===== src/rtl/lsu_dccm_arb_pkg.sv =====
// Shared types and sizes for the DCCM port scheduler.
package lsu_dccm_arb_pkg;

    localparam int RV_DCCM_BITS        = 16;
    localparam int RV_DCCM_FDATA_WIDTH = 39;
    localparam int STARVE_CNT_W        = 4;

    // Which requester owns the DCCM port this cycle.
    typedef enum logic [1:0] {
        SRC_NONE  = 2'd0,
        SRC_LSU   = 2'd1,
        SRC_STBUF = 2'd2,
        SRC_DMA   = 2'd3
    } dccm_src_e;

    // NORMAL lets LSU reads win; FORCE is a one-cycle LSU stall for a starved writer.
    typedef enum logic {
        ARB_NORMAL = 1'b0,
        ARB_FORCE  = 1'b1
    } dccm_arb_state_e;

endpackage


===== src/rtl/lsu_dccm_starve_ctr.sv =====
// Saturating starvation counter for one DCCM writer.
// o_starved looks at the current count, o_starved_nx at the count being loaded,
// so the scheduler can arm a FORCE slot for the cycle right after the limit is reached.
module lsu_dccm_starve_ctr
    import lsu_dccm_arb_pkg::*;
#(
    parameter int STARVE_LIMIT = 4
) (
    input  logic clk,
    input  logic rst_l,
    input  logic i_inc,
    input  logic i_clr,
    output logic o_starved,
    output logic o_starved_nx
);

    localparam logic [STARVE_CNT_W-1:0] LIMIT_C = STARVE_CNT_W'(STARVE_LIMIT);
    localparam logic [STARVE_CNT_W-1:0] CNT_MAX = {STARVE_CNT_W{1'b1}};
    localparam logic [STARVE_CNT_W-1:0] CNT_ONE = STARVE_CNT_W'(1);

    logic [STARVE_CNT_W-1:0] r_count;
    logic [STARVE_CNT_W-1:0] w_count_nx;

    // Next count: clear wins over increment, increment saturates, otherwise hold.
    always_comb begin
        w_count_nx = r_count;
        if (i_clr) begin
            w_count_nx = {STARVE_CNT_W{1'b0}};
        end else if (i_inc && (r_count != CNT_MAX)) begin
            w_count_nx = r_count + CNT_ONE;
        end else begin
            w_count_nx = r_count;
        end
    end

    // Counter register.
    always_ff @(posedge clk or negedge rst_l) begin
        if (!rst_l) begin
            r_count <= {STARVE_CNT_W{1'b0}};
        end else begin
            r_count <= w_count_nx;
        end
    end

    assign o_starved    = (r_count >= LIMIT_C);
    assign o_starved_nx = (w_count_nx >= LIMIT_C);

endmodule


===== src/rtl/lsu_dccm_arb.sv =====
// DCCM port scheduler: one grant per cycle among LSU read, store-buffer drain
// and DMA. LSU reads win unless a writer has been starved, in which case the
// LSU is stalled for exactly one FORCE cycle. Grants and DCCM drive are
// combinational; only the DMA read response is registered.
module lsu_dccm_arb
    import lsu_dccm_arb_pkg::*;
#(
    parameter int STARVE_LIMIT = 4,
    parameter int DMA_TAG_W    = 3
) (
    input  logic                           clk,
    input  logic                           rst_l,
    input  logic                           lsu_freeze_dc3,
    input  logic                           lsu_rd_valid,
    input  logic [RV_DCCM_BITS-1:0]        lsu_rd_addr_lo,
    input  logic [RV_DCCM_BITS-1:0]        lsu_rd_addr_hi,
    output logic                           lsu_dccm_stall,
    input  logic                           stbuf_valid,
    input  logic [RV_DCCM_BITS-1:0]        stbuf_addr,
    input  logic [RV_DCCM_FDATA_WIDTH-1:0] stbuf_data,
    output logic                           stbuf_ready,
    input  logic                           dma_valid,
    input  logic                           dma_write,
    input  logic [RV_DCCM_BITS-1:0]        dma_addr,
    input  logic [RV_DCCM_FDATA_WIDTH-1:0] dma_wdata,
    input  logic [DMA_TAG_W-1:0]           dma_tag,
    output logic                           dma_ready,
    output logic                           dma_rsp_valid,
    output logic [DMA_TAG_W-1:0]           dma_rsp_tag,
    output logic [RV_DCCM_FDATA_WIDTH-1:0] dma_rsp_data,
    input  logic [RV_DCCM_FDATA_WIDTH-1:0] dccm_rd_data_lo,
    output logic                           dccm_wren,
    output logic                           dccm_rden,
    output logic [RV_DCCM_BITS-1:0]        dccm_wr_addr,
    output logic [RV_DCCM_BITS-1:0]        dccm_rd_addr_lo,
    output logic [RV_DCCM_BITS-1:0]        dccm_rd_addr_hi,
    output logic [RV_DCCM_FDATA_WIDTH-1:0] dccm_wr_data
);

    dccm_arb_state_e        r_state;
    dccm_arb_state_e        w_next_state;
    dccm_src_e              w_src;
    logic                   r_rr;
    logic                   w_active;
    logic                   w_writer_grant;
    logic                   w_dma_rd_grant;
    logic                   w_st_inc;
    logic                   w_st_clr;
    logic                   w_dma_inc;
    logic                   w_dma_clr;
    logic                   w_st_starved;
    logic                   w_st_starved_nx;
    logic                   w_dma_starved;
    logic                   w_dma_starved_nx;
    logic                   w_force_st;
    logic                   w_force_dma;
    logic                   r_rsp_valid;
    logic [DMA_TAG_W-1:0]   r_rsp_tag;

    // Freeze suspends all grants and all bookkeeping (counters, rr, state).
    assign w_active    = ~lsu_freeze_dc3;
    assign w_force_st  = stbuf_valid & w_st_starved;
    assign w_force_dma = dma_valid & w_dma_starved;

    // Grant selection for the current cycle.
    always_comb begin
        w_src = SRC_NONE;
        if (lsu_freeze_dc3) begin
            w_src = SRC_NONE;
        end else begin
            case (r_state)
                ARB_FORCE: begin
                    if (w_force_st && w_force_dma) begin
                        w_src = r_rr ? SRC_DMA : SRC_STBUF;
                    end else if (w_force_st) begin
                        w_src = SRC_STBUF;
                    end else if (w_force_dma) begin
                        w_src = SRC_DMA;
                    end else begin
                        w_src = SRC_NONE;
                    end
                end
                ARB_NORMAL: begin
                    if (lsu_rd_valid) begin
                        w_src = SRC_LSU;
                    end else if (stbuf_valid && dma_valid) begin
                        w_src = r_rr ? SRC_DMA : SRC_STBUF;
                    end else if (stbuf_valid) begin
                        w_src = SRC_STBUF;
                    end else if (dma_valid) begin
                        w_src = SRC_DMA;
                    end else begin
                        w_src = SRC_NONE;
                    end
                end
                default: begin
                    w_src = SRC_NONE;
                end
            endcase
        end
    end

    assign w_writer_grant = (w_src == SRC_STBUF) | (w_src == SRC_DMA);
    assign w_dma_rd_grant = (w_src == SRC_DMA) & ~dma_write;

    // A writer counts a cycle as starved only while it is requesting and loses.
    assign w_st_inc  = w_active & stbuf_valid & (w_src != SRC_STBUF);
    assign w_st_clr  = w_active & (~stbuf_valid | (w_src == SRC_STBUF));
    assign w_dma_inc = w_active & dma_valid & (w_src != SRC_DMA);
    assign w_dma_clr = w_active & (~dma_valid | (w_src == SRC_DMA));

    lsu_dccm_starve_ctr #(.STARVE_LIMIT(STARVE_LIMIT)) u_st_ctr (
        .clk          (clk),
        .rst_l        (rst_l),
        .i_inc        (w_st_inc),
        .i_clr        (w_st_clr),
        .o_starved    (w_st_starved),
        .o_starved_nx (w_st_starved_nx)
    );

    lsu_dccm_starve_ctr #(.STARVE_LIMIT(STARVE_LIMIT)) u_dma_ctr (
        .clk          (clk),
        .rst_l        (rst_l),
        .i_inc        (w_dma_inc),
        .i_clr        (w_dma_clr),
        .o_starved    (w_dma_starved),
        .o_starved_nx (w_dma_starved_nx)
    );

    // Next state: arm FORCE once a writer reaches the limit while the LSU keeps
    // the port; FORCE is one unfrozen cycle long and is held across freeze.
    always_comb begin
        w_next_state = r_state;
        case (r_state)
            ARB_NORMAL: begin
                if (w_active && lsu_rd_valid && (w_st_starved_nx || w_dma_starved_nx)) begin
                    w_next_state = ARB_FORCE;
                end else begin
                    w_next_state = ARB_NORMAL;
                end
            end
            ARB_FORCE: begin
                if (lsu_freeze_dc3) begin
                    w_next_state = ARB_FORCE;
                end else begin
                    w_next_state = ARB_NORMAL;
                end
            end
            default: begin
                w_next_state = ARB_NORMAL;
            end
        endcase
    end

    // Scheduler state register.
    always_ff @(posedge clk or negedge rst_l) begin
        if (!rst_l) begin
            r_state <= ARB_NORMAL;
        end else begin
            r_state <= w_next_state;
        end
    end

    // Round-robin pointer between the two writers; flips on every writer grant.
    always_ff @(posedge clk or negedge rst_l) begin
        if (!rst_l) begin
            r_rr <= 1'b0;
        end else if (w_writer_grant) begin
            r_rr <= ~r_rr;
        end else begin
            r_rr <= r_rr;
        end
    end

    // DCCM port drive for the granted requester; idle fields stay at zero.
    always_comb begin
        dccm_wren       = 1'b0;
        dccm_rden       = 1'b0;
        dccm_wr_addr    = {RV_DCCM_BITS{1'b0}};
        dccm_rd_addr_lo = {RV_DCCM_BITS{1'b0}};
        dccm_rd_addr_hi = {RV_DCCM_BITS{1'b0}};
        dccm_wr_data    = {RV_DCCM_FDATA_WIDTH{1'b0}};
        case (w_src)
            SRC_LSU: begin
                dccm_rden       = 1'b1;
                dccm_rd_addr_lo = lsu_rd_addr_lo;
                dccm_rd_addr_hi = lsu_rd_addr_hi;
            end
            SRC_STBUF: begin
                dccm_wren    = 1'b1;
                dccm_wr_addr = stbuf_addr;
                dccm_wr_data = stbuf_data;
            end
            SRC_DMA: begin
                if (dma_write) begin
                    dccm_wren    = 1'b1;
                    dccm_wr_addr = dma_addr;
                    dccm_wr_data = dma_wdata;
                end else begin
                    // DMA accesses are aligned, so both banks see the same address.
                    dccm_rden       = 1'b1;
                    dccm_rd_addr_lo = dma_addr;
                    dccm_rd_addr_hi = dma_addr;
                end
            end
            default: begin
                dccm_wren = 1'b0;
                dccm_rden = 1'b0;
            end
        endcase
    end

    assign lsu_dccm_stall = lsu_rd_valid & (w_src != SRC_LSU);
    assign stbuf_ready    = (w_src == SRC_STBUF);
    assign dma_ready      = (w_src == SRC_DMA);

    // DMA read response tracking: valid one cycle after the grant, tag captured at grant.
    always_ff @(posedge clk or negedge rst_l) begin
        if (!rst_l) begin
            r_rsp_valid <= 1'b0;
            r_rsp_tag   <= {DMA_TAG_W{1'b0}};
        end else if (w_dma_rd_grant) begin
            r_rsp_valid <= 1'b1;
            r_rsp_tag   <= dma_tag;
        end else begin
            r_rsp_valid <= 1'b0;
            r_rsp_tag   <= r_rsp_tag;
        end
    end

    // The DCCM returns lo-bank data in the response cycle; pass it through only then.
    assign dma_rsp_valid = r_rsp_valid;
    assign dma_rsp_tag   = r_rsp_tag;
    assign dma_rsp_data  = r_rsp_valid ? dccm_rd_data_lo : {RV_DCCM_FDATA_WIDTH{1'b0}};

endmodule


===== config.mk =====
export PLATFORM = sky130hd
export DESIGN_NAME = lsu_dccm_arb
export DESIGN_NICKNAME = d
export VERILOG_FILES = /design/src/rtl/lsu_dccm_arb_pkg.sv /design/src/rtl/lsu_dccm_starve_ctr.sv /design/src/rtl/lsu_dccm_arb.sv
export SDC_FILE = /design/constraint.sdc
export NUM_CORES = 1
export LEC_CHECK = 0
export ABC_AREA = 0
export CORE_ASPECT_RATIO = 0.7
export CORE_MARGIN = 10
export CORE_UTILIZATION = 21
export DETAILED_ROUTE_END_ITERATION = 12
export PLACE_DENSITY = 0.89
export SYNTH_ARGS = -nofsm -noshare
export SYNTH_HDL_FRONTEND = slang
export SYNTH_SLANG_ARGS = --single-unit
export TNS_END_PERCENT = 20

===== constraint.sdc =====
create_clock -name clk -period 2.9 [get_ports clk]
set_clock_uncertainty 0.2 [all_clocks]
set_input_delay 0.87 -clock clk [delete_from_list [all_inputs] [get_ports clk]]
set_output_delay 0.87 -clock clk [all_outputs]
set_load 0.01 [all_outputs]

# --- Word-level counts from Yosys, hierarchy flattened ---
# Index checks and enable logic that the tools add are counted.
word_totals:
  reg_bits: 14
  inputBits: 191
  output_inout_bits: 135
  word_cells: 76
classes:
  addsub: 2
  order_cmp: 4
  eq_ne: 8
  muxes: 30
  bitwise_logic: 19
  n_reduce_logical: 7
op_table:
  columns: ["op", "n"]
  rows:
  - ["16-bit case mux with 2 select lines", 3]
  - ["39-bit 2-to-1 mux", 2]
  - ["39-bit case mux with 2 select lines", 1]
  - ["16-bit 2-to-1 mux", 2]
  - ["4-bit by 3-bit >= comparator with 1-bit output, second input constant", 4]
  - ["2-bit 2-to-1 mux", 8]
  - ["4-bit 2-to-1 mux", 4]
  - ["1-bit AND", 10]
  - ["4-bit by 1-bit adder with 4-bit output, second input constant", 2]
  - ["4-bit inequality test, second input constant", 2]
  - ["1-bit logical AND", 6]
  - ["1-bit 2-to-1 mux", 6]
  - ["1-bit NOT", 6]
  - ["1-bit case mux with 2 select lines", 3]
  - ["2-bit equality test, second input constant", 2]
  - ["2-bit inequality test, second input constant", 2]
  - ["2-bit case mux with 2 select lines", 1]
  - ["1-bit OR", 3]
  - ["2-bit by 1-bit equality test with 1-bit output, second input constant", 1]
  - ["2-bit by 1-bit inequality test with 1-bit output, second input constant", 1]
  - ["1-bit logical OR", 1]

# --- Longest topological paths before layout ---
logic_depth:
  word_depth: 17
  ltp_mapped: 8
  mapped_depth_nobuf: 6

# --- Hierarchy ---
# Synthesis repeated with hierarchy kept, for this count alone.
hier_totals:
  hier_cells: 236
  area_unflattened_um2: 2067.0
by_module_without_submodules:
  columns: ["module", "n_inst", "cells_each", "area_each_um2", "seq_area_each_um2"]
  rows:
  - ["lsu_dccm_arb", 1, 192, 1586.5, 150.1]
  - ["lsu_dccm_starve_ctr", 2, 22, 240.2, 100.1]

# --- Least setup slack after synthesis ---
# OpenSTA, ideal clock, no wires.
synth_path:
  path_kind: "in2out"
  from: "in dma_valid"
  to: "out dccm_rd_addr_hi[0]"
  arrival_ps: 2025
  path_slack_ps: -195
  cell_stages: 8
  path_buffers: 3
  cell_sequence: "buf_4 o21a_2 o21ai_2 a211oi_2 and2b_1 buf_6 buf_8 a22o_1"
synth_between:
  elab_chain_cells: 8
synth_lines:
  columns: ["item", "line_no", "text"]
  rows:
  - ["from (decl)", "lsu_dccm_arb.sv:22", "input logic dma_valid,"]
  - ["2-bit 2-to-1 mux or 1-bit AND (tied branches)", "lsu_dccm_arb.sv:90, lsu_dccm_arb.sv:63", null]
  - ["2-bit 2-to-1 mux, on equally long branches", "lsu_dccm_arb.sv:88, lsu_dccm_arb.sv:77", null]
  - ["2-bit 2-to-1 mux, on equally long branches", "lsu_dccm_arb.sv:86, lsu_dccm_arb.sv:75", null]
  - ["2-bit 2-to-1 mux, on equally long branches", "lsu_dccm_arb.sv:84, lsu_dccm_arb.sv:73", null]
  - ["2-bit case mux with 2 select lines *", "lsu_dccm_arb.sv:71", "case (r_state)"]
  - ["2-bit 2-to-1 mux *", "lsu_dccm_arb.sv:68", "if (lsu_freeze_dc3) begin"]
  - ["2-bit equality test or 2-bit by 1-bit equality test with 1-bit output (tied branches)", "lsu_dccm_arb.sv:183", "case (w_src)"]
  - ["16-bit case mux with 2 select lines *", "lsu_dccm_arb.sv:183", null]
  - ["to (decl)", "lsu_dccm_arb.sv:36", "output logic [RV_DCCM_BITS-1:0] dccm_rd_addr_hi,"]
# Mark *: on every way between the ends. The rest lies on a longest branch, timed or not.

# --- Worst setup path after layout ---
layout_path:
  from: "in lsu_rd_valid"
  to: "out dccm_wr_data[17]"
layout_between:
  elab_chain_cells: 5
layout_lines:
  columns: ["item", "line_no", "text"]
  rows:
  - ["from (decl)", "lsu_dccm_arb.sv:14", "input logic lsu_rd_valid,"]
  - ["2-bit 2-to-1 mux *", "lsu_dccm_arb.sv:84", "if (lsu_rd_valid) begin"]
  - ["2-bit case mux with 2 select lines *", "lsu_dccm_arb.sv:71", null]
  - ["2-bit 2-to-1 mux *", "lsu_dccm_arb.sv:68", null]
  - ["2-bit equality test", "lsu_dccm_arb.sv:183", null]
  - ["39-bit case mux with 2 select lines *", "lsu_dccm_arb.sv:183", null]
  - ["to (decl)", "lsu_dccm_arb.sv:37", "output logic [RV_DCCM_FDATA_WIDTH-1:0] dccm_wr_data"]
# Marked as above.

==> results by group <==
Run status
  – Status: complete, but fails checks
  – Failing checks: negative setup slack

Cells and area
  – Final #Nets: 807
  – Footprint of the multi-input gates: 1640 sq um
  – Layout cell share with drive strength beyond 1: 29.7%
  – Layout fillers: 825
  – Register Area: 350 sq um
  – Final Non-Filler Cells: 742
  – Area growth from synthesis to layout: 187%

Timing
  – Final hold vios: 0
  – Worst relative slew slack: 51.8%
  – Setup repair after global routing missed its margin: yes
  – Setup WS post-layout: -0.465 ns
  – Final TNS setup: -37.18 ns
  – Final setup violation count: 92
  – Max frequency: 297 MHz
  – Period utilization: 116%
  – Pins Over Slew Limit: 0
  – Final Critical Period: 3.37 ns
  – WHS: 0.310 ns
  – Worst slew pin tran: 0.721 ns

Floorplanning
  – # IOs: 326
  – Core box area: 9760 sq um
  – Die area: 14600 sq um
  – Die Wd: 140 um
  – # rows: 30
  – Initial core utilization: 21.7%
  – Die Height: 104 um

Placement
  – RD Place Congestion: 1.07
  – Pre-CTS WS: -1.28 ns
  – # placed instances: 709
  – PortBufs: 325
  – HPWL Detailed: 15100 um

Flow run
  – Max-cap violation count: 0

Global routing
  – Met3 usage: 7.57%
  – Pin count of the biggest net entering global routing: 33
  – Gr busiest metal: met2
  – GRT Residual Overflow: 0
  – GRT met2 Usage: 45.0%
  – First-pass GRT wire length: 27100 um
  – Vias in the first global route: 3974
  – GR Util All Layers: 23.7%
  – Initial antenna violation count: 1
  – Met1 usage: 24.6%

Detailed routing
  – DR iter-0 viols: 154
  – WL final: 18900 um
  – Drt drc: 0
  – Drt wl/cell: 25.5 um
  – Detail Route Antenna Nets: 0
  – Vias per cell: 4.98
  – Vias: 3694
  – DR pass1 iterations: 5

Min path
  – Hold Crit Depth: 1
  – Hold/Removal Path Class: reg -> reg
  – Hold path startpoint: dma_rsp_tag[1]
  – Worst hold endpoint: dma_rsp_tag[1]

Power
  – P_leak: 2.91 nW
  – Peak supply drop: 199 uV
  – PD cells: 271 nW/um^2
  – Design Power: 1.65 mW

Worst setup path
  – Critical path required time: 1.83 ns
  – Worst r2r path cells: 7
  – Critical Path Start: lsu_rd_valid
  – Crit Path Class: in -> out
  – Origin of the critical flop-to-flop path: r_state
  – Critical path fanouts, max: 12
  – Worst reg-to-reg setup slack: 0.71 ns
  – Critical Path Start Type: input pin
  – Crit path capture type: output pin
  – Worst r2r dst: dma_rsp_tag[2]
  – Worst Path Arrival: 2.30 ns

Logic synthesis
  – FF+latch count, synth: 14
  – Synth Instances: 251
  – Synthesized net count: 444
  – Post-synthesis sequential area ratio: 16.5%
  – Top-area cell type share of the netlist area: 36.4%
  – Most frequent cell after synthesis: a22o_1
  – Post-synth EDFFs: 0
  – Top post-synthesis cells by area: a22o_1, dfrtp_1, and2_1
  – Netlist cell types: 41
  – YS warnings: 0
  – Cell taking the most area after synthesis: a22o_1
  – Async SR Flop Fraction: 100%
  – Ys flop type: dfrtp_1
  – Post-synth top cells: a22o_1, and2_1, dfrtp_1
  – Netlist Area Pre-Place: 2120 sq um
  – Syn_area_per_cell: 8.44 sq um

CTS
  – H-tree levels: 1
  – CTS buffer count: 3
  – Clk buf depth: 2
  – CTS tree: built
  – Clk_lat worst skew: 0.24 ns
  – Sink Count: 14
  – Root Driver: clkbuf_16
  – Clk slew on worst S/H paths: 0.05 ns
  – # hold bufs at CTS: 0
-- area by class of cell --
cell class | count | area share [%]
clock buffers | 4 | 1.46
repair buffers | 383 | 62.8
flip-flops and latches | 14 | 5.76
inverters | 6 | 0.370
well taps | 128 | 2.63
diodes | 1 | 0.0411
multi-input cells | 206 | 26.9
-- power by group --
| part | leakage, nW | internal (mW) | switching [mW] |
|---|---|---|---|
| logic | 2.68 | 0.666 | 0.427 |
| clock network | 0.0442 | 0.209 | 0.0829 |
| registers | 0.183 | 0.234 | 0.0311 |
-- worst max path at each step --
stage                                      to  slack, ns  depth (start not counted)
after floorplan               dccm_wr_addr[0]      -0.15                          5
after global placement       dccm_wr_data[30]      -1.23                          8
after detailed placement      dccm_wr_addr[4]      -1.28                          8
after CTS                     dccm_wr_data[1]      -0.61                         10
after global routing      dccm_rd_addr_lo[15]      -0.51                          8
final                        dccm_wr_data[17]      -0.47                          9
-- placed cells by master, fill, tap and decap left out, drive strengths merged --
cell / count
a21oi: 7
mux2: 3
diode: 1
nand2: 13
nand2b: 2
and3: 2
nand3: 3
a31oi: 1
a21bo: 1
mux2i: 1
clkdlybuf4s50: 189
xnor2: 1
nor2: 9
o211ai: 2
clkbuf: 6
o21bai: 1
o22ai: 1
dlygate4sd2: 40
o32a: 1
a221o: 1
or2: 1
inv: 6
a22o: 88
o21a: 6
and2b: 1
a22oi: 2
o31a: 1
nor2b: 2
and2: 39
buf: 152
dfrtp: 14
a211oi: 2
ha: 2
nor3: 1
o21ai: 12
-- timing repair --
item | CTS | global route
hold endpoints to repair | 0 | 0
pin swaps | 61 | 30
resized for setup | 496 | 39
endpoints found under the setup margin | 131 | 92
buffers inserted | 13 | 7
cloned | 11 | 2
-- critical path, stage by stage --
cell and delay, ns:
buf_6 0.09, or2_4 0.23, o32a_4 0.35, nor2_8 0.11, buf_6 0.14, buf_6 0.10
buf_12 0.12, a22o_1 0.17, buf_6 0.11
-- metrics by stage --
stage / area [sq um] / utilization (%)
final: 6080 / 62.3
after floorplan: 2150 / -
after CTS: 5940 / 60.8
after global routing: 6080 / 62.3
after global placement: 5650 / 57.9
after detailed placement: 5650 / 57.9
-- state kept, by name, indices dropped and copies added (netlist names) --
register,count
r_rr,1
dma_rsp_tag,3
r_state,1
u_dma_ctr.r_count,4
u_st_ctr.r_count,4
dma_rsp_valid,1
-- per-layer routing --
metal  vias up  share of wire, %
met1      1748                35
met3        24               9.0
met5         -                 0
li1       1698                 -
met4         0               2.7
met2       224                53
-- kinds of logic after synthesis --
| logic type | synth area share [%] |
|---|---|
| compound gates | 49.2 |
| xor+xnor | 0.413 |
| fa+ha+maj | 1.18 |
| buf+inv | 10.2 |
| flops | 16.5 |
| mux | 2.07 |
| simple gates | 20.4 |
Power figures use the tool's default switching activity.
